### src/rtl/alu_exec_unit.sv
// Execution unit behind the ALU control decoder: single-cycle logic/arith/compare
// ops plus an iterative 32-cycle shift-add unsigned multiply with start/busy/done.
module alu_exec_unit (
  input  logic        clk,
  input  logic        rst_n,
  input  logic        start,
  input  logic [3:0]  alu_ctl,
  input  logic [31:0] a,
  input  logic [31:0] b,
  output logic        busy,
  output logic        done,
  output logic [31:0] result,
  output logic [31:0] hi,
  output logic        zero,
  output logic        ovf
);

  localparam int unsigned W  = 32;
  localparam int unsigned CW = 5;

  localparam logic [0:0] IDLE = 1'b0;
  localparam logic [0:0] MUL  = 1'b1;

  localparam logic [3:0] OP_AND   = 4'b0000;
  localparam logic [3:0] OP_OR    = 4'b0001;
  localparam logic [3:0] OP_ADD   = 4'b0010;
  localparam logic [3:0] OP_SUB   = 4'b0110;
  localparam logic [3:0] OP_SLT   = 4'b0111;
  localparam logic [3:0] OP_NOR   = 4'b1100;
  localparam logic [3:0] OP_MULTU = 4'b1000;

  logic [0:0]    state, state_n;
  logic [CW-1:0] cnt, cnt_n;
  logic [2*W-1:0] acc, acc_n;
  logic [W-1:0]  mcand, mcand_n;
  logic [W-1:0]  mplier, mplier_n;
  logic          busy_n, done_n, zero_n, ovf_n;
  logic [W-1:0]  result_n, hi_n;

  logic [W-1:0]   sum;
  logic [W:0]     diff33;
  logic [W-1:0]   op_res;
  logic           op_ovf;
  logic [W:0]     add33;
  logic [2*W-1:0] acc_step;

  assign sum    = a + b;
  // Sign-extended difference: bit 32 is the exact sign of a-b even on overflow.
  assign diff33 = {a[W-1], a} - {b[W-1], b};

  // Single-cycle operation result and overflow.
  always_comb begin
    op_res = '0;
    op_ovf = 1'b0;
    case (alu_ctl)
      OP_AND: op_res = a & b;
      OP_OR:  op_res = a | b;
      OP_NOR: op_res = ~(a | b);
      OP_ADD: begin
        op_res = sum;
        op_ovf = (a[W-1] == b[W-1]) && (sum[W-1] != a[W-1]);
      end
      OP_SUB: begin
        op_res = diff33[W-1:0];
        op_ovf = (a[W-1] != b[W-1]) && (diff33[W-1] != a[W-1]);
      end
      OP_SLT: op_res = W'(diff33[W]);
      default: op_res = '0;
    endcase
  end

  // One shift-add step: conditionally add multiplicand into upper word, shift right.
  assign add33    = {1'b0, acc[2*W-1:W]} + (mplier[cnt] ? {1'b0, mcand} : {(W+1){1'b0}});
  assign acc_step = {add33, acc[W-1:1]};

  // Next-state and output logic.
  always_comb begin
    state_n  = state;
    cnt_n    = cnt;
    acc_n    = acc;
    mcand_n  = mcand;
    mplier_n = mplier;
    busy_n   = busy;
    done_n   = 1'b0;
    result_n = result;
    hi_n     = hi;
    zero_n   = zero;
    ovf_n    = ovf;
    case (state)
      IDLE: begin
        if (start) begin
          if (alu_ctl == OP_MULTU) begin
            state_n  = MUL;
            busy_n   = 1'b1;
            mcand_n  = a;
            mplier_n = b;
            acc_n    = '0;
            cnt_n    = '0;
          end else begin
            done_n   = 1'b1;
            result_n = op_res;
            hi_n     = '0;
            zero_n   = (op_res == '0);
            ovf_n    = op_ovf;
          end
        end
      end
      MUL: begin
        acc_n = acc_step;
        cnt_n = cnt + CW'(1);
        if (cnt == CW'(W - 1)) begin
          state_n  = IDLE;
          busy_n   = 1'b0;
          done_n   = 1'b1;
          result_n = acc_step[W-1:0];
          hi_n     = acc_step[2*W-1:W];
          zero_n   = (acc_step[W-1:0] == '0);
          ovf_n    = 1'b0;
        end
      end
      default: state_n = IDLE;
    endcase
  end

  always_ff @(posedge clk or negedge rst_n) begin
    if (!rst_n) begin
      state  <= IDLE;
      cnt    <= '0;
      acc    <= '0;
      mcand  <= '0;
      mplier <= '0;
      busy   <= 1'b0;
      done   <= 1'b0;
      result <= '0;
      hi     <= '0;
      zero   <= 1'b0;
      ovf    <= 1'b0;
    end else begin
      state  <= state_n;
      cnt    <= cnt_n;
      acc    <= acc_n;
      mcand  <= mcand_n;
      mplier <= mplier_n;
      busy   <= busy_n;
      done   <= done_n;
      result <= result_n;
      hi     <= hi_n;
      zero   <= zero_n;
      ovf    <= ovf_n;
    end
  end

endmodule

### config.mk
export PLATFORM = sky130hd
export DESIGN_NAME = alu_exec_unit
export DESIGN_NICKNAME = d
export VERILOG_FILES = /design/src/rtl/alu_exec_unit.sv
export SDC_FILE = /design/constraint.sdc
export NUM_CORES = 1
export LEC_CHECK = 0
export ABC_AREA = 1
export CAP_MARGIN = 25
export CORE_ASPECT_RATIO = 1.75
export CORE_MARGIN = 2
export CORE_UTILIZATION = 35
export CTS_CLUSTER_DIAMETER = 200
export DETAILED_ROUTE_END_ITERATION = 7
export PLACE_DENSITY = 0.55
export SYNTH_ARGS = -nofsm -noshare
export SYNTH_HDL_FRONTEND = slang
export SYNTH_SLANG_ARGS = --single-unit
export TNS_END_PERCENT = 20
### constraint.sdc
create_clock -name clk -period 6.9 [get_ports clk]
set_clock_uncertainty 0.05 [all_clocks]
set_input_delay 1.38 -clock clk [delete_from_list [all_inputs] [get_ports clk]]
set_output_delay 1.38 -clock clk [all_outputs]
set_load 0.1 [all_outputs]
Word level (Yosys, flattened, before mapping)
Cells that the tools add are included.
- word-level logic and storage cells: 82
- flip-flop bits (word level): 202
- reductions and logical operators: 9
- add/sub/neg operators: 4
- eq/ne operators: 15
- $lt $le $gt $ge: 1
- bitwise gates (word level): 4
- muxes and demuxes: 38
- operators with widths (kind ; count):
    $mux W32 ; 7
    $pmux W32 S6 ; 1
    $mux W64 ; 2
    $pmux W32 S2 ; 2
    $pmux W64 S2 ; 1
    $logic_not A32 Y1 ; 2
    $add A32 B32 Y33 ; 1
    $sub A32 B32 Y33 ; 1
    $add A32 B32 Y32 ; 1
    $and A32 B32 Y32 ; 1
    $not A32 Y32 ; 1
    $or A32 B32 Y32 ; 1
    $mux W1 ; 15
    $pmux W1 S2 ; 6
    $mux W5 ; 2
    $pmux W5 S2 ; 1
    $reduce_and A3 Y1 ; 3
    $eq A4 B3 Y1 const B ; 2
    $eq A4 B4 Y1 const B ; 2
    $lt A5 B6 Y1 const B ; 1
    $ne A2 B2 Y1 const B ; 3
    $add A5 B1 Y5 const B ; 1
    $bmux W1 S5 ; 1
    $eq A5 B5 Y1 const B ; 1
    other kinds (9) ; 12

Depth between registers and ports, before layout
Gate-level depths: netlist of run 1.
- depth after elaboration: 7
- depth in mapped cells: 25
- mapped depth without buffers: 25

Worst setup path after synthesis of run 1
OpenSTA, ideal clock, no wires.
- path kind: flip-flop to flip-flop
- from: reg cnt[0]
- to: reg hi[25]
- required time: 6.717 ns
- path slack: 3.461 ns
- library setup time: 0.133 ns
- stages on the path, launching flop included: 24
- path buffers: 1
- clock period less this slack: 3.439 ns
- arrival: 3.256 ns
- path through: dfrtp_1 > clkinv_1 > nand2_1 > o221ai_1 > a21oi_1 > o21ai_0 > nand3_1 > nand2_1 > clkbuf_1 > nor2_1 > ha_1 > o21ai_0 > o21ai_2 > nand2_1 > nand2_1 > a21oi_1 > inv_1 > nand2_1 > nand2_1 > nand3_1 > nand2_1 > or2_2 > nand3_1 > o21ai_0
- word-level cells in the longest chain between the ends: 6
- elaborated cells on any way between the ends: 9
- classes of those cells: add/sub: 1; eq/ne: 2; mux: 5; reduce/logical: 1
- RTL lines (item ; line ; text):
    from (decl) ; 33 ; logic [CW-1:0] cnt, cnt_n;
    from (signal assigned) ; 140 ; cnt <= cnt_n;
    $bmux W1 S5 ; 73 ; assign add33 = {1'b0, acc[2*W-1:W]} + (mplier[cnt] ? {1'b0, mcand} : {(W+1){1'b0}});
    $mux W1 (implied by the code) ; 73 ;
    $mux W32 ; 73 ;
    $add A32 B32 Y33 ; 73 ;
    $mux W32 ; 111 ; if (cnt == CW'(W - 1)) begin
    $pmux W32 S2 ; 89 ; case (state)
    to (signal assigned) ; 147 ; hi <= hi_n;
    to (decl) ; 13 ; output logic [31:0] hi,
Several ways; a longest one is shown, not always the timed one. The select of a mux whose other input is x is not followed.
A chain may end at the register's enable or synchronous reset.

Final worst setup path of run 1
- from: reg cnt[0]
- to: reg hi[31]
Same word-level chain as after synthesis.

==> results of run 1 <==
## power by group through the flow
stage / combinational (mW) / sequential (mW) / clock, mW
floorplan: 2.00 / 3.05 / 0
CTS: 4.41 / 2.00 / 1.15
detailed placement: 4.40 / 2.01 / 0
global route: 4.77 / 2.05 / 1.19
global placement: 4.37 / 2.01 / 0
finish: 4.39 / 2.00 / 1.12
## worst min-delay path: stages (launching register included)
cell,delay (ps)
dfrtp_1,340
nand2_1,50
nand2_1,40
## cell usage in the layout, fill, tap and decap left out, types with 3 or more instances in the layout
cell type	count
a21oi_1	127
dfrtp_1	201
inv_2	3
a221oi_1	23
clkbuf_1	3
clkinv_2	6
o21bai_1	11
nand4_1	22
clkbuf_8	4
o21ai_0	187
clkbuf_16	21
nor3_1	19
buf_4	14
inv_6	3
nor2_2	3
nor3_2	3
nor4_1	6
o21a_1	9
nand3b_1	3
nor2_1	261
or2_2	13
o22ai_1	15
nand3_1	173
clkinv_1	5
nand2_1	742
o211ai_1	17
clkdlybuf4s50_1	137
and2_1	5
inv_1	378
ha_1	133
nor2_4	3
a31oi_1	8
fa_1	3
o221ai_1	19
## logic make-up after synthesis
logic type | Yosys count
and+or+nand+nor | 1258
buffers and inverters | 473
DFF | 201
xor gates and xnor gates | 3
AOI/OAI and AO/OA | 429
adders and majority gates | 136
## layout make-up
| class | count | area (um2) |
|---|---|---|
| timing repair buffer | 155 | 1558 |
| fill | 4999 | 27120 |
| inverter | 387 | 1458 |
| multi-input combinational | 1826 | 9404 |
| clock inverter | 9 | 58.81 |
| sequential | 201 | 5030 |
| tap | 583 | 729.5 |
| clock buffer | 27 | 578.1 |
## layer usage
layer / global-route usage / part of all wire
met1: 0.3018 / 0.38
met2: 0.5126 / 0.52
met3: 0.01311 / 0.034
met4: 0.1558 / 0.066
met5: 0 / 0
## per-stage QoR
step	util	hold slack, ps
6_report	0.4096	421.8
3_3_place_gp	0.3952	404.2
2_1_floorplan	-	398.3
3_5_place_dp	0.3958	410.7
4_1_cts	0.4096	427.0
5_1_grt	0.4096	454.7
## state kept, by name, indices dropped and copies added, names as in the netlist
name / cells
hi: 32
cnt: 5
ovf: 1
busy: 1
mcand: 32
result: 32
done: 1
mplier: 32
acc: 63
zero: 1
state: 1
## how the worst max path moves through the flow
stage	slack (ps)	end	start
2_1_floorplan	3460	hi[25]	cnt[0]
3_3_place_gp	1710	hi[25]	cnt[0]
3_5_place_dp	1600	hi[31]	cnt[0]
4_1_cts	1560	hi[31]	cnt[0]
5_1_grt	1030	hi[31]	cnt[0]
6_report	1630	hi[31]	cnt[0]
==> results.json, run 1 <==
{
  "fp.dieArea_um2": 48380,
  "grt_first_pass_wirelength_um": 99570,
  "fin_cells": 3188,
  "status": "complete, no violations",
  "synthTopCellsByCount": "nand2_1 (743), inv_1 (379), nor2_1 (263)",
  "cts_hold_buf": 0,
  "synth_adder_area_share": 0.1058,
  "synth_top_family_by_area": "simple AND/OR/NAND/NOR gates",
  "worst_pin_slew_ps": 1016,
  "synth_top_area_cell": "dfrtp_1",
  "die_y_um": 289.5,
  "portBuffers": 138,
  "post_cts_buffers": 0,
  "postRouteAntennaNets": 0,
  "cell_internal_pwr_mw": 3.417,
  "synth-seq-cells": 201,
  "fin_tns_setup_ps": 0,
  "netlist_instances": 2500,
  "dr_total_vias": 16670,
  "syn_area_um2": 16300,
  "cts.htree.levels": 1,
  "cts_root_buffer": "clkbuf_16",
  "cts_made_buffers": 21,
  "ys_seq_area_frac": 0.3086,
  "path_class": "flip-flop to flip-flop",
  "drv_cap": 0,
  "grt_use_total": 0.2713,
  "num_rows": 104,
  "gr-total-overflow": 0,
  "drtIter0Drc": 1289,
  "r2r_cells": 22,
  "crit_required_ps": 7280,
  "synth_edf_count": 0,
  "p_sw_frac": 0.5455,
  "drt-pass1-iter-count": 6,
  "synth.avg_cell_area_um2": 6.519,
  "die-width_um": 167.1,
  "hold_viol": 0,
  "initial_core_util": 0.3548,
  "cts_resized": 0,
  "vdd_ir_drop_max_v": 0.0003459,
  "fin_ws_ps": 1630,
  "start_kind": "flip-flop",
  "yosys-top-cells-area": "dfrtp_1 (31%), nand2_1 (17%), ha_1 (10%)",
  "yosys.area_share.simple": 0.3148,
  "cp_slowest_cell": "dfrtp_1",
  "synth_ff_type": "dfrtp_1",
  "path_clk_slew_ps": 70,
  "async_reset_ff_frac": 1.000,
  "routed_wl_um": 67030,
  "pwr-share-clk": 0.150,
  "cp_num_cells": 22,
  "post_drt_via_cell_ratio": 5.229,
  "synth_compound_area_frac": 0.1519,
  "rsz0062_at_grt": "false",
  "clk_path_buf_depth": 3,
  "end_kind": "flip-flop",
  "synth_warnings": 0,
  "p_switching_mw": 4.102,
  "cts_sinks": 201,
  "cts_tree": "yes",
  "r2r_start": "cnt[0]",
  "drc": 0,
  "dp.cells": 3152,
  "antenna_found_initial": 1,
  "yosys.area.top_type_share": 0.3086,
  "synth-xor-area-share": 0.001612,
  "path_max_fanout": 16,
  "post-place-ws_ps": 1602,
  "final-setup-viol-count": 0,
  "synth_cell_types": 49,
  "grt_max_degree": 137,
  "synthMuxAreaShare": 0,
  "maxSlewViolCount": 0,
  "rrSetupSlack_ps": 1630,
  "clock.fmax_mhz": 189.8,
  "pwr-share-seq": 0.266,
  "drive_above_1_share": 0.03263,
  "r2r-end": "hi[31]",
  "min_path_cells": 2,
  "fin_crit_ps": 5270,
  "maxSlewHeadroom": 0.3212,
  "crit_arrival_ps": 5650,
  "gp_congestion": 0.9966,
  "power.density_nw_per_um2": 399.6,
  "p_leak_nw": 9.754,
  "finalNetCount": 2799,
  "fin_crit_sh": 0.7637,
  "syn_to_final_growth_pct": 15.45,
  "syn_nets": 2707,
  "cp_top_family": "simple AND/OR/NAND/NOR gates",
  "critical_path_buf_inv_count": 1,
  "min_path_type": "flip-flop to flip-flop",
  "antenna-diode-count": 0,
  "hold_path_end": "hi[0]",
  "crit_top_cell": "nand2_1",
  "grt_pass1_vias": 16756,
  "pin_count": 139,
  "dp_hpwl_um": 53950,
  "dpl_cell_area_um2": 18180,
  "slowest_delay_ps": 660,
  "p_comb_frac": 0.584,
  "cp_cell_sequence": "clkinv_1 -> nand2_1 -> o221ai_1 -> a21oi_1 -> o21ai_0 -> nand3_1 -> nand2_1 -> nor2_1 -> ha_1 -> fa_1 -> nand2_1 -> nand2_1 -> o21ai_0 -> o21ai_2 -> a21oi_1 -> o21ai_0 -> nand4_1 -> nand2_1 -> nand2_1 -> o311ai_0 -> nand2_1 -> o21ai_0",
  "fp.coreArea_um2": 45930,
  "clkLatencyLatePin_ps": 530,
  "p_total_mw": 7.520,
  "fin_area_um2": 18820,
  "synth_most_common_cell": "nand2_1",
  "min_from": "hi[0]",
  "wl_per_cell_um": 21.03
}
No activity file was read; power rests on OpenSTA's default activity.
==> run 2, diff against run 1 <==
PLACE_DENSITY = 0.57   (was 0.55)
clock period = 4.61 ns   (was 6.9 ns; I/O delays follow)
==> results.json, run 2 (synthesis gave the netlist of run 1 again) <==
{
  "status": "complete, no violations",
  "grt_pass1_vias": 17125,
  "postRouteAntennaNets": 0,
  "crit_end": "hi[31]",
  "hold_viol": 0,
  "layout_common_cells": "nand2_1 (741), inv_1 (379), nor2_1 (260)",
  "r2r-end": "hi[31]",
  "max_flop_register": "acc",
  "antenna-diode-count": 0,
  "post_drt_via_cell_ratio": 5.257,
  "crit_required_ps": 5000,
  "path_class": "flip-flop to flip-flop",
  "grt_use_met1": 0.3057,
  "busiest_layer": "met2",
  "initial_core_util": 0.3548,
  "rsz0062_at_grt": "false",
  "fillCellCount": 5013,
  "cts_hold_buf": 0,
  "fp.dieArea_um2": 48380,
  "end_kind": "flip-flop",
  "largest_register_ff_count": 63,
  "grtUsageMet2": 0.5189,
  "cts_tree": "yes",
  "maxSlewHeadroom": 0.2359,
  "cp_slowest_cell": "dfrtp_1",
  "drt-pass1-iter-count": 6,
  "dp_hpwl_um": 55150,
  "drc": 0,
  "cts_root_buffer": "clkbuf_16",
  "r2r_start": "cnt[2]",
  "maxSlewViolCount": 0,
  "path_clk_slew_ps": 70,
  "clk_path_buf_depth": 3,
  "die-width_um": 167.1,
  "slowest_delay_ps": 550,
  "syn_to_final_growth_pct": 17.86,
  "gp_congestion": 0.9924,
  "antenna_found_initial": 0,
  "portBuffers": 138,
  "drv_cap": 0,
  "rrSetupSlack_ps": 330,
  "seqCellArea_um2": 5031,
  "wl_per_cell_um": 21.03,
  "crit_arrival_ps": 4670,
  "die_y_um": 289.5,
  "grt_util_met3": 0.01708,
  "final-setup-viol-count": 0,
  "min_path_type": "flip-flop to flip-flop",
  "start_kind": "flip-flop",
  "crit_top_cell": "nand2_1",
  "post-place-ws_ps": -104.9,
  "finalNetCount": 2836,
  "cts.htree.levels": 1,
  "post_cts_buffers": 0,
  "grt_first_pass_wirelength_um": 101100,
  "cts_sinks": 201,
  "vdd_ir_drop_max_v": 0.0004881,
  "fin_ws_ps": 329.9,
  "grt_max_degree": 106,
  "fin_tns_setup_ps": 0,
  "r2r_cells": 21,
  "drtIter0Drc": 1261,
  "cts_resized": 1,
  "drive_above_1_share": 0.04915,
  "grt_use_total": 0.2761,
  "cp_cell_sequence": "inv_1 -> o221ai_1 -> a21oi_1 -> o21ai_0 -> nand3_1 -> nand2_1 -> buf_4 -> nor2_1 -> ha_1 -> nand2_1 -> nand2_1 -> o21ai_0 -> o21ai_2 -> a21oi_1 -> o21ai_0 -> nand4_1 -> nand2_1 -> nand2_1 -> o311ai_0 -> nand2_1 -> o21ai_0",
  "clock.fmax_mhz": 233.6,
  "path_max_fanout": 8,
  "worst_pin_slew_ps": 1146,
  "multi_input_area_um2": 9420,
  "routed_wl_um": 67890,
  "clkLatencyLatePin_ps": 530,
  "p_total_mw": 11.56,
  "layout_commonest_cell": "nand2_1",
  "num_rows": 104,
  "p_leak_nw": 9.979,
  "cp-startpoint": "cnt[2]",
  "pin_count": 139,
  "gr-total-overflow": 0,
  "dr_total_vias": 16969,
  "fp.coreArea_um2": 45930,
  "fin_crit_ps": 4280,
  "fin_crit_sh": 0.9284,
  "cts_made_buffers": 22,
  "power.density_nw_per_um2": 602.0
}
run 2: stage by stage:
step             util  hold slack [ps]  instance area, um2  instances
3_5_place_dp   0.4018            411.0               18460       3188
2_1_floorplan       -            398.3               16300       2500
3_3_place_gp   0.4012            403.5               18430       3187
6_report       0.4182            420.3               19210       3228
4_1_cts        0.4178            426.4               19190       3228
5_1_grt        0.4182            450.9               19210       3228
run 2: layout make-up:
cell class              instances  area share
clock buffers                  26     0.03055
clock inverters                14    0.007295
inverters                     387     0.07588
multi-input cells            1826      0.4904
flip-flops and latches        201      0.2619
well taps                     583     0.03797
repair buffers                191     0.09601
run 2: power by group:
group | switching [mW] | leakage, nW | internal (mW)
logic | 4.91 | 7.07 | 1.85
registers | 0.515 | 2.55 | 2.45
clock network | 0.808 | 0.361 | 1.03
total | 6.23 | 9.98 | 5.33
run 2: metal layers:
layer  up-vias  wire (um)  share of wire
met5         -          0              0
met4         0       4522          0.067
met3       149       2590          0.038
met2       560      34860           0.51
met1      7993      25920           0.38
li1       8267          -              -
run 2: worst min-delay path by stage:
| stage | start | end | slack, ps | cells past startpoint |
|---|---|---|---|---|
| floorplan | acc[34] | acc[34] | 400 | 2 |
| global placement | hi[0] | hi[0] | 400 | 2 |
| detailed placement | hi[0] | hi[0] | 410 | 2 |
| CTS | hi[0] | hi[0] | 430 | 2 |
| global route | mplier[8] | mplier[8] | 450 | 2 |
| finish | hi[0] | hi[0] | 420 | 2 |
run 2: critical path, delay by kind of cell, from the launching register on:
family,cells,cell delay (ps)
AO/OA/AOI/OAI,9,1750
AND/OR/NAND/NOR,9,1120
flip-flops,1,550
buffers and inverters,2,410
adder cells (fa/ha/maj),1,340
